### config.mk
export PLATFORM = sky130hd
export DESIGN_NAME = mmio_uart_tx_flat
export DESIGN_NICKNAME = d
export VERILOG_FILES = /design/src/rtl/mmio_uart_tx_if.sv /design/src/rtl/mmio_uart_tx.sv /design/src/flat_wrapper.sv
export SDC_FILE = /design/constraint.sdc
export NUM_CORES = 1
export LEC_CHECK = 0
export CAP_MARGIN = 20
export CORE_MARGIN = 8
export CORE_UTILIZATION = 62
export CTS_BUF_LIST = sky130_fd_sc_hd__clkbuf_2 sky130_fd_sc_hd__clkbuf_4 sky130_fd_sc_hd__clkbuf_8
export CTS_CLUSTER_DIAMETER = 40
export DETAILED_ROUTE_END_ITERATION = 6
export PLACE_DENSITY_LB_ADDON = 0.2
export SLEW_MARGIN = 20
export SYNTH_ARGS = -nofsm -noshare
export SYNTH_HDL_FRONTEND = slang
export SYNTH_SLANG_ARGS = --single-unit
### constraint.sdc
create_clock -name clk -period 7.1 [get_ports clk]
set_input_delay 0.71 -clock clk [delete_from_list [all_inputs] [get_ports clk]]
set_output_delay 0.71 -clock clk [all_outputs]
set_load 0.01 [all_outputs]
### src/rtl/mmio_uart_tx_if.sv
// Processor data-bus bundle between the CPU (master) and an MMIO responder (slave).
// Requests are single-cycle strobes on mem_oe; read responses return one cycle later
// on mem_ready with the data on mem_rdata.
interface mmio_uart_tx_if;
    logic        mem_oe;
    logic [31:0] mem_addr;
    logic [31:0] mem_wdata;
    logic [3:0]  mem_we;
    logic [31:0] mem_rdata;
    logic        mem_ready;

    modport master (
        output mem_oe,
        output mem_addr,
        output mem_wdata,
        output mem_we,
        input  mem_rdata,
        input  mem_ready
    );

    modport slave (
        input  mem_oe,
        input  mem_addr,
        input  mem_wdata,
        input  mem_we,
        output mem_rdata,
        output mem_ready
    );
endinterface

### src/rtl/mmio_uart_tx.sv
// Memory-mapped 8N1 UART transmitter on the processor data bus.
// DATA register: writes push a byte into the TX FIFO, reads return "TX available".
// STATUS register: flags, sticky overflow (write bit3=1 to clear) and FIFO occupancy.
// Read responses are registered and strobed on mem_ready exactly one cycle after the request.
module mmio_uart_tx #(
    parameter logic [31:0] BASE_ADDR = 32'hf0000100,
    parameter int unsigned DIV       = 868,
    parameter int unsigned FIFO_LOG  = 4
) (
    input  logic              clk,
    input  logic              rst,
    mmio_uart_tx_if.slave     bus,
    output logic              txd
);

    localparam int unsigned Depth     = 2 ** FIFO_LOG;
    localparam logic [31:0] StatAddr  = BASE_ADDR + 32'd4;
    localparam logic [15:0] DivM1     = 16'(DIV - 1);

    typedef logic [FIFO_LOG:0] ptr_t;

    typedef enum logic [1:0] {
        StIdle,
        StStart,
        StData,
        StStop
    } state_e;

    // ------------------------------------------------------------------
    // Bus decode
    // ------------------------------------------------------------------
    logic hit_data;
    logic hit_stat;
    logic wr_lane0;
    logic is_read;
    logic push;
    logic drop;
    logic ovf_clr;
    logic rd_req;

    // FIFO state
    ptr_t       wptr_q;
    ptr_t       rptr_q;
    ptr_t       count;
    logic       full;
    logic       empty;
    logic [7:0] fifo_mem [Depth];
    logic [7:0] head;
    logic       pop;

    // Serializer state
    state_e     state_q;
    logic [15:0] timer_q;
    logic [2:0] bit_idx_q;
    logic [7:0] shift_q;
    logic       txd_q;
    logic       timer_done;
    logic       busy;

    // Registers and read path
    logic        ovf_q;
    logic        ready_q;
    logic [31:0] rdata_q;
    logic [31:0] data_val;
    logic [31:0] stat_val;

    // Address LSBs and upper write-data bits carry no meaning for this block.
    logic unused_bits;
    assign unused_bits = ^{bus.mem_addr[1:0], bus.mem_wdata[31:8]};

    // Request classification; everything is ignored while reset is held.
    always_comb begin
        hit_data = rst && bus.mem_oe && (bus.mem_addr[31:2] == BASE_ADDR[31:2]);
        hit_stat = rst && bus.mem_oe && (bus.mem_addr[31:2] == StatAddr[31:2]);
        wr_lane0 = bus.mem_we[0];
        is_read  = (bus.mem_we == 4'b0000);
        // Full is judged on the current pointers, before any same-cycle pop.
        push     = hit_data && wr_lane0 && !full;
        drop     = hit_data && wr_lane0 && full;
        ovf_clr  = hit_stat && wr_lane0 && bus.mem_wdata[3];
        rd_req   = (hit_data || hit_stat) && is_read;
    end

    // ------------------------------------------------------------------
    // FIFO
    // ------------------------------------------------------------------

    // Pointer-derived flags; the extra wrap bit distinguishes full from empty.
    always_comb begin
        empty = (wptr_q == rptr_q);
        full  = (wptr_q[FIFO_LOG] != rptr_q[FIFO_LOG]) &&
                (wptr_q[FIFO_LOG-1:0] == rptr_q[FIFO_LOG-1:0]);
        count = wptr_q - rptr_q;
        head  = fifo_mem[rptr_q[FIFO_LOG-1:0]];
    end

    // Read and write pointers; they wrap naturally modulo 2*Depth.
    always_ff @(posedge clk) begin
        if (!rst) begin
            wptr_q <= '0;
            rptr_q <= '0;
        end else begin
            if (push) begin
                wptr_q <= wptr_q + ptr_t'(1);
            end
            if (pop) begin
                rptr_q <= rptr_q + ptr_t'(1);
            end
        end
    end

    // Byte storage; contents need no reset because the pointers define validity.
    always_ff @(posedge clk) begin
        if (push) begin
            fifo_mem[wptr_q[FIFO_LOG-1:0]] <= bus.mem_wdata[7:0];
        end
    end

    // Sticky overflow: set by a dropped push, cleared by a STATUS write with bit3 set.
    always_ff @(posedge clk) begin
        if (!rst) begin
            ovf_q <= 1'b0;
        end else if (drop) begin
            ovf_q <= 1'b1;
        end else if (ovf_clr) begin
            ovf_q <= 1'b0;
        end
    end

    // ------------------------------------------------------------------
    // Serializer
    // ------------------------------------------------------------------

    // Pop decisions: from IDLE immediately, or at the end of STOP for a gap-free next frame.
    always_comb begin
        timer_done = (timer_q == 16'd0);
        busy       = (state_q != StIdle);
        pop        = rst && !empty &&
                     ((state_q == StIdle) || ((state_q == StStop) && timer_done));
    end

    // 8N1 frame sequencer with registered txd; each bit lasts DIV cycles.
    always_ff @(posedge clk) begin
        if (!rst) begin
            state_q   <= StIdle;
            timer_q   <= 16'd0;
            bit_idx_q <= 3'd0;
            shift_q   <= 8'd0;
            txd_q     <= 1'b1;
        end else begin
            case (state_q)
                StIdle: begin
                    txd_q <= 1'b1;
                    if (pop) begin
                        shift_q <= head;
                        timer_q <= DivM1;
                        txd_q   <= 1'b0;
                        state_q <= StStart;
                    end
                end
                StStart: begin
                    if (timer_done) begin
                        timer_q   <= DivM1;
                        bit_idx_q <= 3'd0;
                        txd_q     <= shift_q[0];
                        state_q   <= StData;
                    end else begin
                        timer_q <= timer_q - 16'd1;
                    end
                end
                StData: begin
                    if (timer_done) begin
                        timer_q <= DivM1;
                        if (bit_idx_q == 3'd7) begin
                            txd_q   <= 1'b1;
                            state_q <= StStop;
                        end else begin
                            shift_q   <= shift_q >> 1;
                            txd_q     <= shift_q[1];
                            bit_idx_q <= bit_idx_q + 3'd1;
                        end
                    end else begin
                        timer_q <= timer_q - 16'd1;
                    end
                end
                StStop: begin
                    if (timer_done) begin
                        if (pop) begin
                            shift_q <= head;
                            timer_q <= DivM1;
                            txd_q   <= 1'b0;
                            state_q <= StStart;
                        end else begin
                            txd_q   <= 1'b1;
                            state_q <= StIdle;
                        end
                    end else begin
                        timer_q <= timer_q - 16'd1;
                    end
                end
                default: begin
                    state_q <= StIdle;
                    timer_q <= 16'd0;
                    txd_q   <= 1'b1;
                end
            endcase
        end
    end

    // ------------------------------------------------------------------
    // Read path
    // ------------------------------------------------------------------

    // Register images as seen at the request edge.
    always_comb begin
        data_val    = {31'b0, !full};
        stat_val    = '0;
        stat_val[0] = !full;
        stat_val[1] = empty;
        stat_val[2] = busy;
        stat_val[3] = ovf_q;
        stat_val[8 +: FIFO_LOG+1] = count;
    end

    // One-cycle read response; data is forced to zero whenever no response is strobed.
    always_ff @(posedge clk) begin
        if (!rst) begin
            ready_q <= 1'b0;
            rdata_q <= 32'd0;
        end else begin
            ready_q <= rd_req;
            if (rd_req) begin
                rdata_q <= hit_data ? data_val : stat_val;
            end else begin
                rdata_q <= 32'd0;
            end
        end
    end

    assign bus.mem_ready = ready_q;
    assign bus.mem_rdata = rdata_q;
    assign txd           = txd_q;

endmodule

### src/flat_wrapper.sv
// flat-port wrapper written by rule: the top's interface ports become plain ports
module mmio_uart_tx_flat 
#(
    parameter logic [31:0] BASE_ADDR = 32'hf0000100,
    parameter int unsigned DIV       = 868,
    parameter int unsigned FIFO_LOG  = 4
)
  (clk, rst, txd, bus_mem_oe, bus_mem_addr, bus_mem_wdata, bus_mem_we, bus_mem_rdata, bus_mem_ready);
  mmio_uart_tx_if bus_i ();
  input  logic clk;
  input  logic rst;
  output logic txd;
  input wire logic [$bits(bus_i.mem_oe)-1:0] bus_mem_oe;
  input wire logic [$bits(bus_i.mem_addr)-1:0] bus_mem_addr;
  input wire logic [$bits(bus_i.mem_wdata)-1:0] bus_mem_wdata;
  input wire logic [$bits(bus_i.mem_we)-1:0] bus_mem_we;
  output wire logic [$bits(bus_i.mem_rdata)-1:0] bus_mem_rdata;
  output wire logic [$bits(bus_i.mem_ready)-1:0] bus_mem_ready;
  assign bus_i.mem_oe = bus_mem_oe;
  assign bus_i.mem_addr = bus_mem_addr;
  assign bus_i.mem_wdata = bus_mem_wdata;
  assign bus_i.mem_we = bus_mem_we;
  assign bus_mem_rdata = bus_i.mem_rdata;
  assign bus_mem_ready = bus_i.mem_ready;
  mmio_uart_tx #(.BASE_ADDR(BASE_ADDR), .DIV(DIV), .FIFO_LOG(FIFO_LOG)) u_core (.clk(clk), .rst(rst), .bus(bus_i), .txd(txd));
endmodule
-- Yosys cells after proc, flatten, opt, wreduce, memory -nomap -nowiden
Memories as Yosys holds them, arrays and structs flattened. A register that Yosys moved wholly into a read port is not among the register bits.
Index checks and enable logic that the tools add are counted.
Widths: inputs -> output; s select.
- add/subtract/negate cells: 5
- eq/ne operators: 15
- mux-type cells: 32
- bitwise logic cells: 2
- reductions and logical operators: 31
- operators by type and width (kind ; count):
    $eq 30x30->1 const B ; 2
    $mux 16 ; 3
    $pmux 16 s3 ; 1
    $mux 8 ; 4
    $pmux 8 s3 ; 1
    $logic_not 16->1 ; 1
    $sub 16x1->16 const B ; 1
    $logic_and 1x1->1 ; 13
    $add 5x1->5 const B ; 2
    $mux 1 ; 10
    $mux 2 ; 5
    $ne 2x1->1 const B ; 5
    $mux 3 ; 3
    $mux 4 ; 2
    $pmux 2 s4 ; 1
    $reduce_and 4->1 ; 2
    $pmux 3 s2 ; 1
    $reduce_bool 2->1 ; 3
    $eq 5x5->1 ; 1
    $reduce_and 5->1 ; 1
    $sub 5x5->5 ; 1
    $eq 2x2->1 const B ; 2
    $eq 4x4->1 ; 1
    $logic_not 4->1 ; 1
    other kinds (15) ; 18
- register bits: 74
- RAM bits: 128
- input bits: 71
- output and inout port bits: 34
- logic and storage cells: 97
- memories kept: 1
- memories (memory ; words ; bits a word ; read ports ; clocked after Yosys merged registers in ; write ports ; RTL line ; text):
    u_core.fifo_mem ; 16 ; 8 ; 1 ; 1 ; 1 ; mmio_uart_tx.sv:47 ; logic [7:0] fifo_mem [Depth];

-- Logic depth before layout (Yosys ltp)
Gate-level depths: netlist (run 1).
- depth after elaboration: 7
- mapped depth: 8
- gate-level depth less buffers: 8

-- Worst setup path after synthesis (run 1)
Ideal clock, no wire load.
- path kind: input-to-reg
- from: in rst
- to: mem u_core.fifo_mem[0][0], enable pin
- setup time: 0.383 ns
- arrival time: 2.600 ns
- required time: 6.717 ns
- setup slack: 4.117 ns
- stages on the path: 7
- buffers on the path: 2
- cell sequence: clkbuf_1 nor4bb_1 and4_1 and4_1 clkbuf_1 nand2_1 nor3_1
- cells in the longest elaborated chain, start to end: 6
- RTL lines (what ; RTL line ; text):
    start: declaration ; flat_wrapper.sv:11 ; input logic rst;
    $logic_and 1x1->1 (2 in series) ; mmio_uart_tx.sv:73 ; hit_data = rst && bus.mem_oe && (bus.mem_addr[31:2] == BASE_ADDR[31:2]);
    $logic_and 1x1->1 (2 in series) ; mmio_uart_tx.sv:78 ; push = hit_data && wr_lane0 && !full;
    $mux 1 ; mmio_uart_tx.sv:114 ; if (push) begin
    $mux 1 (implied by the code) ; mmio_uart_tx.sv:115 ; fifo_mem[wptr_q[FIFO_LOG-1:0]] <= bus.mem_wdata[7:0];
    end: declaration ; mmio_uart_tx.sv:47 ;
No other way between the ends.

-- Final worst setup path (run 1)
- from: in rst
- to: mem u_core.fifo_mem[9][4], enable pin
The elaborated chain is that of the path after synthesis.

==> out/results.txt, run 1 <==
status - finished, final reports clean
yosys warns - 0
Seq pwr share - 50.2%
worst path required time - 7180 ps
RD Place Congestion - 0.808
IO buf count - 55
fmax - 0.270 GHz
minimum clock period - 3700 ps
total net switching power - 731 uW
postcts setup bufs - 0
Worst-path clk slew - 110 ps
Slew headroom - 24.9%
total CTS buffers - 17
H-tree depth - 4
final WL - 16,600 um
RSZ-0062 raised after global routing - no
setup TNS - 0 ps
Via-to-Cell Ratio - 6.07
die area - 17,100 sq um
Avg Cell Area, Syn - 13.2 sq um
CP peak stage delay - 1100 ps
std cell rows - 42
Leak - 3.08 nW
dpl cells - 826
largest net degree at the start of global routing - 38
Yosys reg bits - 183
Top FF cell, synth - edfxtp_1
fin crit share - 52.1%
endpoints failing setup - 0
max_cap viols - 0
Reg2Reg Setup Slack - 4010 ps
Power Internal - 1.64 mW
Starting Density - 62.5%
Layout fillers - 913
Top Ports - 105
final hold vios - 0
Synth cell types - 61
Sw Share - 30.8%
EDFF count, synth - 128
drt first pass iters - 5
Crit path buffers/inverters - 1
sequential area share after synthesis - 60.7%
critical-path cell list - clkdlybuf4s50_1 -> nor4bb_1 -> and4_1 -> and4_1 -> nand2_1 -> nor2_1
chip width - 131 um
Clk pwr share - 29.2%
Combinational Power Share - 20.5%
CTS Buffer Depth - 2
CP Class - in2reg
Final Skew - 19.4 ps
share of cells above drive strength 1 - 11.0%
Hold Buf Count CTS - 0
Worst Tran Pin Value - 1120 ps
dpl hpwl - 11,600 um
initial antenna violation count - 0
Netlist Area Pre-Place - 8140 sq um
first-pass GRT wire length - 26,400 um
DRC - 0
Post-Syn Instances - 617
most used cell, CP - and4_1
slowest CP cell - clkdlybuf4s50_1
sequential cell area - 4950 sq um
Crit Path Max Fanout - 26
Placed Area - 8750 sq um
Reg2Reg Depth - 6
# clock sinks - 183
post-route setup slack - 3400 ps
CP startpoint - rst
core area - 13,000 sq um
vias - 5,210
Multi-input gate area - 2910 sq um
diode count - 0
P per Cell Area - 260 nW/um^2
Stages on worst setup path - 6
Worst EP arrival - 3780 ps
Crit Reg-Reg Endpoint - u_core.fifo_mem[9][4]
TritonCTS clock tree - built
Place WS - 2930 ps
crit path to - u_core.fifo_mem[9][4]
design area - 9140 sq um
Synth async-reset ratio - 0%
Non-Filler Instances - 858
Final Max Slew Viols - 0
worst-skew pair later-pin latency - 460 ps
RR Startpoint - u_core.wptr_q[2]
Area growth syn-to-layout - 12.3%
drt initial violations - 496
Root Driver - clkbuf_8
Worst IR Drop VDD - 0.204 mV
PostCTS Resize Cnt - 0
gr ovfl total - 0
antenna-violating nets left - 0
worst min path class - reg2reg
GRT Util Overall - 20.5%
CP endpoint kind - flop
Final nets - 759
Startpoint Class - primary input
Avg WL per Cell - 19.3 um
Die H - 131 um
Top delay family on crit path - simple AND/OR/NAND/NOR gates
vias in the first global route - 5,215
how the worst min path moves through the flow:
| stage | cells past startpoint | slack [ps] | start | end |
|---|---|---|---|---|
| 2_1_floorplan | 2 | 430 | u_core.ovf_q | u_core.bus.mem_rdata[3] |
| 3_3_place_gp | 2 | 450 | u_core.ovf_q | u_core.bus.mem_rdata[3] |
| 3_5_place_dp | 2 | 440 | u_core.ovf_q | u_core.bus.mem_rdata[3] |
| 4_1_cts | 2 | 470 | u_core.ovf_q | u_core.bus.mem_rdata[3] |
| 5_1_grt | 2 | 490 | u_core.ovf_q | u_core.bus.mem_rdata[3] |
| 6_report | 2 | 470 | u_core.ovf_q | u_core.bus.mem_rdata[3] |
through the flow:
stage	power (mW)	utilization (%)	hold WS, ps
after floorplan	1.60	-	426
after global placement	1.68	67.1	446
after detailed placement	1.70	67.1	444
after CTS	2.38	70.1	466
after global routing	2.48	70.1	489
final	2.38	70.1	469
tightest hold or removal path, delay by kind of cell (launching register included):
| kind | cells | cell delay [ps] |
|---|---|---|
| buf+inv | 1 | 70 |
| flops | 1 | 330 |
| simple gates | 1 | 40 |
Yosys cell counts, drive strengths merged, types with 4 or more instances:
library cell | number | area (sq um)
a211o | 6 | 52.6
a211oi | 5 | 42.5
a21boi | 5 | 37.5
a21o | 4 | 30.0
a21oi | 22 | 110
a221oi | 5 | 43.8
a31oi | 11 | 68.8
and2 | 5 | 31.3
and3 | 4 | 25.0
and4 | 6 | 52.6
buf | 34 | 235
clkbuf | 16 | 60.1
dfxtp | 55 | 1100
edfxtp | 128 | 3840
ha | 18 | 225
inv | 21 | 78.8
mux2i | 16 | 160
mux4 | 27 | 608
nand2 | 40 | 150
nand2b | 4 | 25.0
nand3 | 27 | 135
nand4 | 9 | 62.6
nor2 | 43 | 161
nor3 | 14 | 70.1
nor4 | 11 | 98.8
nor4b | 4 | 41.3
o211ai | 5 | 37.5
o21ai | 20 | 100
or3 | 6 | 37.5
xnor2 | 8 | 70.1
metal layers:
layer / global-route usage [%] / routed length (um)
met5: 0 / 0
met2: 35.1 / 8510
met3: 4.38 / 1000
met1: 25.6 / 6840
met4: 6.75 / 231
sequential cells by signal, summed over array words and instances, names as in the netlist, named ones only:
register / cells
u_core.bit_idx_q: 3
u_core.bus.mem_rdata: 9
u_core.bus.mem_ready: 1
u_core.fifo_mem: 128
u_core.ovf_q: 1
u_core.rptr_q: 5
u_core.shift_q: 8
u_core.state_q: 2
u_core.timer_q: 16
u_core.txd: 1
u_core.wptr_q: 5
power groups by stage:
stage	registers (mW)	clock network [mW]	logic, mW
2_1_floorplan	1.21	0	0.394
3_3_place_gp	1.21	0	0.465
3_5_place_dp	1.22	0	0.481
4_1_cts	1.19	0.702	0.483
5_1_grt	1.20	0.742	0.542
6_report	1.19	0.695	0.488
final cells by class:
cell class,count,area share [%]
Sequential cell,183,54.1
Multi-Input combinational cell,385,31.8
Timing Repair Buffer,61,6.52
Clock buffer,18,2.64
Tap cell,176,2.41
Clock inverter,14,1.68
Inverter,21,0.862
kinds of logic after synthesis:
| kind of cell | after synthesis | synth area share, % |
|---|---|---|
| mux | 43 | 9.44 |
| fa+ha+maj | 19 | 3.01 |
| other cells | 1 | 0.0461 |
| xor+xnor | 11 | 1.18 |
| compound gates | 104 | 8.88 |
| flops | 183 | 60.7 |
| buf+inv | 71 | 4.60 |
| simple gates | 185 | 12.1 |
cell usage in the layout, fill, tap and decap left out, types with 14 or more instances in the layout:
cell type,n
nor2_1,43
conb_1,23
a21oi_1,22
nand2_1,40
mux2i_1,16
nand3_1,27
clkdlybuf4s50_1,55
mux4_2,27
dfxtp_1,54
nor3_1,14
clkbuf_8,17
edfxtp_1,128
o21ai_0,18
inv_1,21
ha_1,18
(Power assumes the default switching activity.)
==> run 2, diff against run 1 <==
Settings changed: CORE_UTILIZATION 62 to 52.
Clock period 7.1 ns to 3.4 ns, I/O delays scaled along.
==> out/results.txt, run 2 (synthesis gave the netlist of run 1 again) <==
status - finished, final reports clean
Routed met1 length - 7340 um
RR Startpoint - u_core.wptr_q[2]
DRC - 0
Starting Density - 53.4%
P per Cell Area - 536 nW/um^2
Slew headroom - 40.4%
worst min path class - reg2reg
max layer used - met4
final WL - 17,300 um
RD Place Congestion - 0.851
Sw Share - 31.1%
Root Driver - clkbuf_8
metal3 WL - 1070 um
Final Max Slew Viols - 0
Place WS - 731 ps
total CTS buffers - 17
leading cell type in the layout, fill and taps excluded - edfxtp_1
diode count - 0
minimum clock period - 2750 ps
dpl hpwl - 11,900 um
Avg WL per Cell - 19.0 um
TritonCTS clock tree - built
GRT Util Overall - 17.8%
Worst Tran Pin Value - 886 ps
Worst-path clk slew - 90 ps
Combinational Power Share - 20.4%
final hold vios - 0
Hold Buf Count CTS - 0
die area - 19,900 sq um
Startpoint Class - flop
worst-skew pair later-pin latency - 470 ps
max reg flops - 128
Seq pwr share - 49.7%
max_cap viols - 0
std cell rows - 45
postcts setup bufs - 0
chip width - 141 um
Final nets - 777
Reg2Reg Setup Slack - 650 ps
Hold Crit Depth - 2
Area growth syn-to-layout - 14.9%
share of cells above drive strength 1 - 13.4%
Worst Hold Path EP - u_core.bus.mem_rdata[3]
WHS - 459 ps
antenna-violating nets left - 0
vias in the first global route - 5,194
total net switching power - 1.56 mW
vias - 5,354
Worst EP arrival - 2930 ps
IO buf count - 55
gr ovfl total - 0
drt initial violations - 374
first-pass GRT wire length - 27,400 um
RSZ-0062 raised after global routing - no
worst hold start - u_core.ovf_q
# clock sinks - 183
Die H - 141 um
Worst IR Drop VDD - 0.321 mV
Via-to-Cell Ratio - 5.88
CTS Buffer Depth - 2
Top Ports - 105
fin crit share - 80.8%
commonest cells after routing, fill and taps aside - 128 x edfxtp_1, 55 x clkdlybuf4s50_1, 54 x dfxtp_1, 43 x nor2_1, 40 x nand2_1
PostCTS Resize Cnt - 0
endpoints failing setup - 0
Final Skew - 14.9 ps
Power Internal - 3.46 mW
post-route setup slack - 653 ps
Reg2Reg Depth - 7
initial antenna violation count - 0
Crit Reg-Reg Endpoint - u_core.fifo_mem[3][7]
CP startpoint - u_core.wptr_q[2]
setup TNS - 0 ps
Leak - 3.19 nW
fmax - 0.364 GHz
Crit Path Max Fanout - 10
Met2 Wirelength - 8720 um
H-tree depth - 4
Clk pwr share - 29.9%
core area - 15,300 sq um
largest net degree at the start of global routing - 27
drt first pass iters - 5
CP endpoint kind - flop
worst path required time - 3580 ps
CP Class - reg2reg
## run 2: how the worst max path moves through the flow
| stage | endpoint | slack (ps) | depth (start not counted) |
|---|---|---|---|
| 2_1_floorplan | u_core.fifo_mem[0][0] | 730 | 8 |
| 3_5_place_dp | u_core.fifo_mem[3][6] | 730 | 7 |
| 6_report | u_core.fifo_mem[3][7] | 650 | 7 |
| 3_3_place_gp | u_core.shift_q[4] | 740 | 7 |
| 4_1_cts | u_core.fifo_mem[3][5] | 720 | 7 |
| 5_1_grt | u_core.shift_q[4] | 430 | 7 |
## run 2: power by group through the flow
| stage | Clock [mW] | Combinational (mW) | Sequential [mW] |
|---|---|---|---|
| after floorplan | 0 | 0.823 | 2.52 |
| after global placement | 0 | 0.986 | 2.54 |
| after detailed placement | 0 | 1.01 | 2.54 |
| after CTS | 1.53 | 1.01 | 2.49 |
| after global routing | 1.61 | 1.13 | 2.50 |
| final | 1.50 | 1.03 | 2.49 |
## run 2: stage by stage
step                utilization (%)  area (sq um)  total power [mW]  instances
floorplan                         -          8220              3.35        639
CTS                            61.3          9350              5.04        911
finish                         61.3          9350              5.02        911
global route                   61.3          9350              5.25        911
detailed placement             58.6          8940              3.55        879
global placement               58.6          8940              3.52        879
## run 2: cell type report
type                       count  area [sq um]
fill                        1177          5910
sequential                   183          4950
multi-input combinational    385          2910
timing repair buffer          79           743
tap                          211           264
clock buffer                  18           241
clock inverter                14           174
inverter                      21          78.8
## run 2: critical path, stage by stage (launching register included)
cell and delay (ps):
dfxtp_1 580, ha_1 380, and4_1 280, a21oi_1 250, and4_1 380, nand2_1 190, nor3_1 170, buf_4 220
## run 2: layer usage
metal,vias up,track usage (%)
met4,0,5.32
li1,2465,-
met2,193,29.7
met5,-,0
met1,2685,22.7
met3,11,4.05
==> run 3, diff against run 2 <==
Settings changed: CORE_UTILIZATION 52 to 57.
Clock period 3.4 ns to 2.6 ns, I/O delays scaled along.
==> out/results.txt, run 3 (synthesis gave the netlist of run 1 again) <==
Clk pwr share - 31.1%
postcts setup bufs - 0
dpl hpwl - 12,000 um
Worst Hold Path EP - u_core.bus.mem_rdata[0]
post-route setup slack - 96.9 ps
max_cap viols - 0
Startpoint Class - flop
Worst IR Drop VDD - 0.532 mV
drt first pass iters - 7
vias in the first global route - 5,300
Starting Density - 58.4%
endpoints failing setup - 0
Placed Area - 9020 sq um
antenna-violating nets left - 0
leading cell type in the layout, fill and taps excluded - edfxtp_1
RD Place Congestion - 0.865
Reg2Reg Depth - 8
Reg2Reg Setup Slack - 100 ps
worst min path class - in2reg
GRT Util Overall - 19.2%
worst path required time - 2780 ps
diode count - 0
Final Max Slew Viols - 0
total net switching power - 2.06 mW
Worst-path clk slew - 100 ps
minimum clock period - 2500 ps
fin util - 68.2%
final WL - 17,100 um
Hold Crit Depth - 4
design area - 9500 sq um
status - finished, final reports clean
CP Class - reg2reg
Top Ports - 105
die area - 18,400 sq um
Final nets - 792
IO buf count - 55
Via-to-Cell Ratio - 6.02
Final Skew - 11.0 ps
vias - 5,392
TritonCTS clock tree - built
largest net degree at the start of global routing - 38
Root Driver - clkbuf_8
final hold vios - 0
Combinational Power Share - 21.3%
Sw Share - 30.1%
share of cells above drive strength 1 - 15.9%
Worst Tran Pin Value - 719 ps
gr ovfl total - 0
Power Internal - 4.79 mW
Non-Filler Instances - 895
Worst EP arrival - 2680 ps
RSZ-0062 raised after global routing - no
Die H - 136 um
worst hold start - bus_mem_we[2]
Leak - 3.31 nW
P per Cell Area - 720 nW/um^2
fmax - 0.400 GHz
RR Startpoint - u_core.rptr_q[3]
worst-skew pair later-pin latency - 470 ps
drt initial violations - 464
commonest cells after routing, fill and taps aside - 128 x edfxtp_1, 55 x clkdlybuf4s50_1, 53 x dfxtp_1, 43 x nor2_1, 40 x nand2_1
first-pass GRT wire length - 27,300 um
setup TNS - 0 ps
max reg flops - 128
Avg WL per Cell - 19.1 um
core area - 13,900 sq um
chip width - 136 um
dpl cells - 863
fin crit share - 96.3%
# clock sinks - 183
H-tree depth - 4
Seq pwr share - 47.6%
WHS - 452 ps
initial antenna violation count - 0
std cell rows - 43
CP endpoint kind - flop
CTS Buffer Depth - 2
Design Power - 6.85 mW
Slew headroom - 51.7%
CP startpoint - u_core.rptr_q[3]
total CTS buffers - 17
Crit Reg-Reg Endpoint - u_core.fifo_mem[2][7]
Area growth syn-to-layout - 16.7%
DRC - 0
Place WS - 67.3 ps
Crit Path Max Fanout - 8
==> run 3: area by class of cell <==
type | instances | area (sq um)
Multi-Input combinational cell | 385 | 2940
Clock inverter | 15 | 228
Clock buffer | 17 | 234
Fill cell | 969 | 4430
Inverter | 21 | 78.8
Sequential cell | 183 | 4950
Tap cell | 180 | 225
Timing Repair Buffer | 94 | 856
==> run 3: metal layers <==
| metal | vias up | GRT usage, % | part of all wire (%) |
|---|---|---|---|
| met2 | 211 | 31.1 | 49 |
| met1 | 2660 | 25.0 | 43 |
| met4 | 0 | 6.17 | 1.4 |
| met3 | 23 | 4.75 | 7.1 |
| li1 | 2498 | - | - |
| met5 | - | 0 | 0 |
==> run 3: timing repair <==
item | 4_1_cts | 5_1_grt
endpoints found under the setup margin | 0 | 137
gates resized for setup | 0 | 5
hold buffers | 0 | 0
==> run 3: power groups by stage <==
stage                     logic, mW  clock network (mW)  registers (mW)
final                          1.46                2.13            3.26
after global placement         1.36                   0            3.31
after CTS                      1.40                2.17            3.25
after floorplan                1.08                   0            3.30
after detailed placement       1.39                   0            3.32
after global routing           1.61                2.27            3.27
==> run 3: worst max-delay path by stage <==
| stage | end | cells past startpoint |
|---|---|---|
| 2_1_floorplan | u_core.fifo_mem[1][0] | 8 |
| 3_3_place_gp | u_core.fifo_mem[1][4] | 7 |
| 3_5_place_dp | u_core.fifo_mem[2][4] | 7 |
| 4_1_cts | u_core.fifo_mem[2][7] | 8 |
| 5_1_grt | u_core.fifo_mem[2][7] | 8 |
| 6_report | u_core.fifo_mem[2][7] | 8 |
==> run 3: worst max-delay path: stages (launching register included) <==
cell and delay [ps]:
dfxtp_1 390, inv_1 70, ha_1 340, and4_1 270
a21oi_1 240, and4_2 330, nand2_1 150, nor3_1 210
buf_4 230
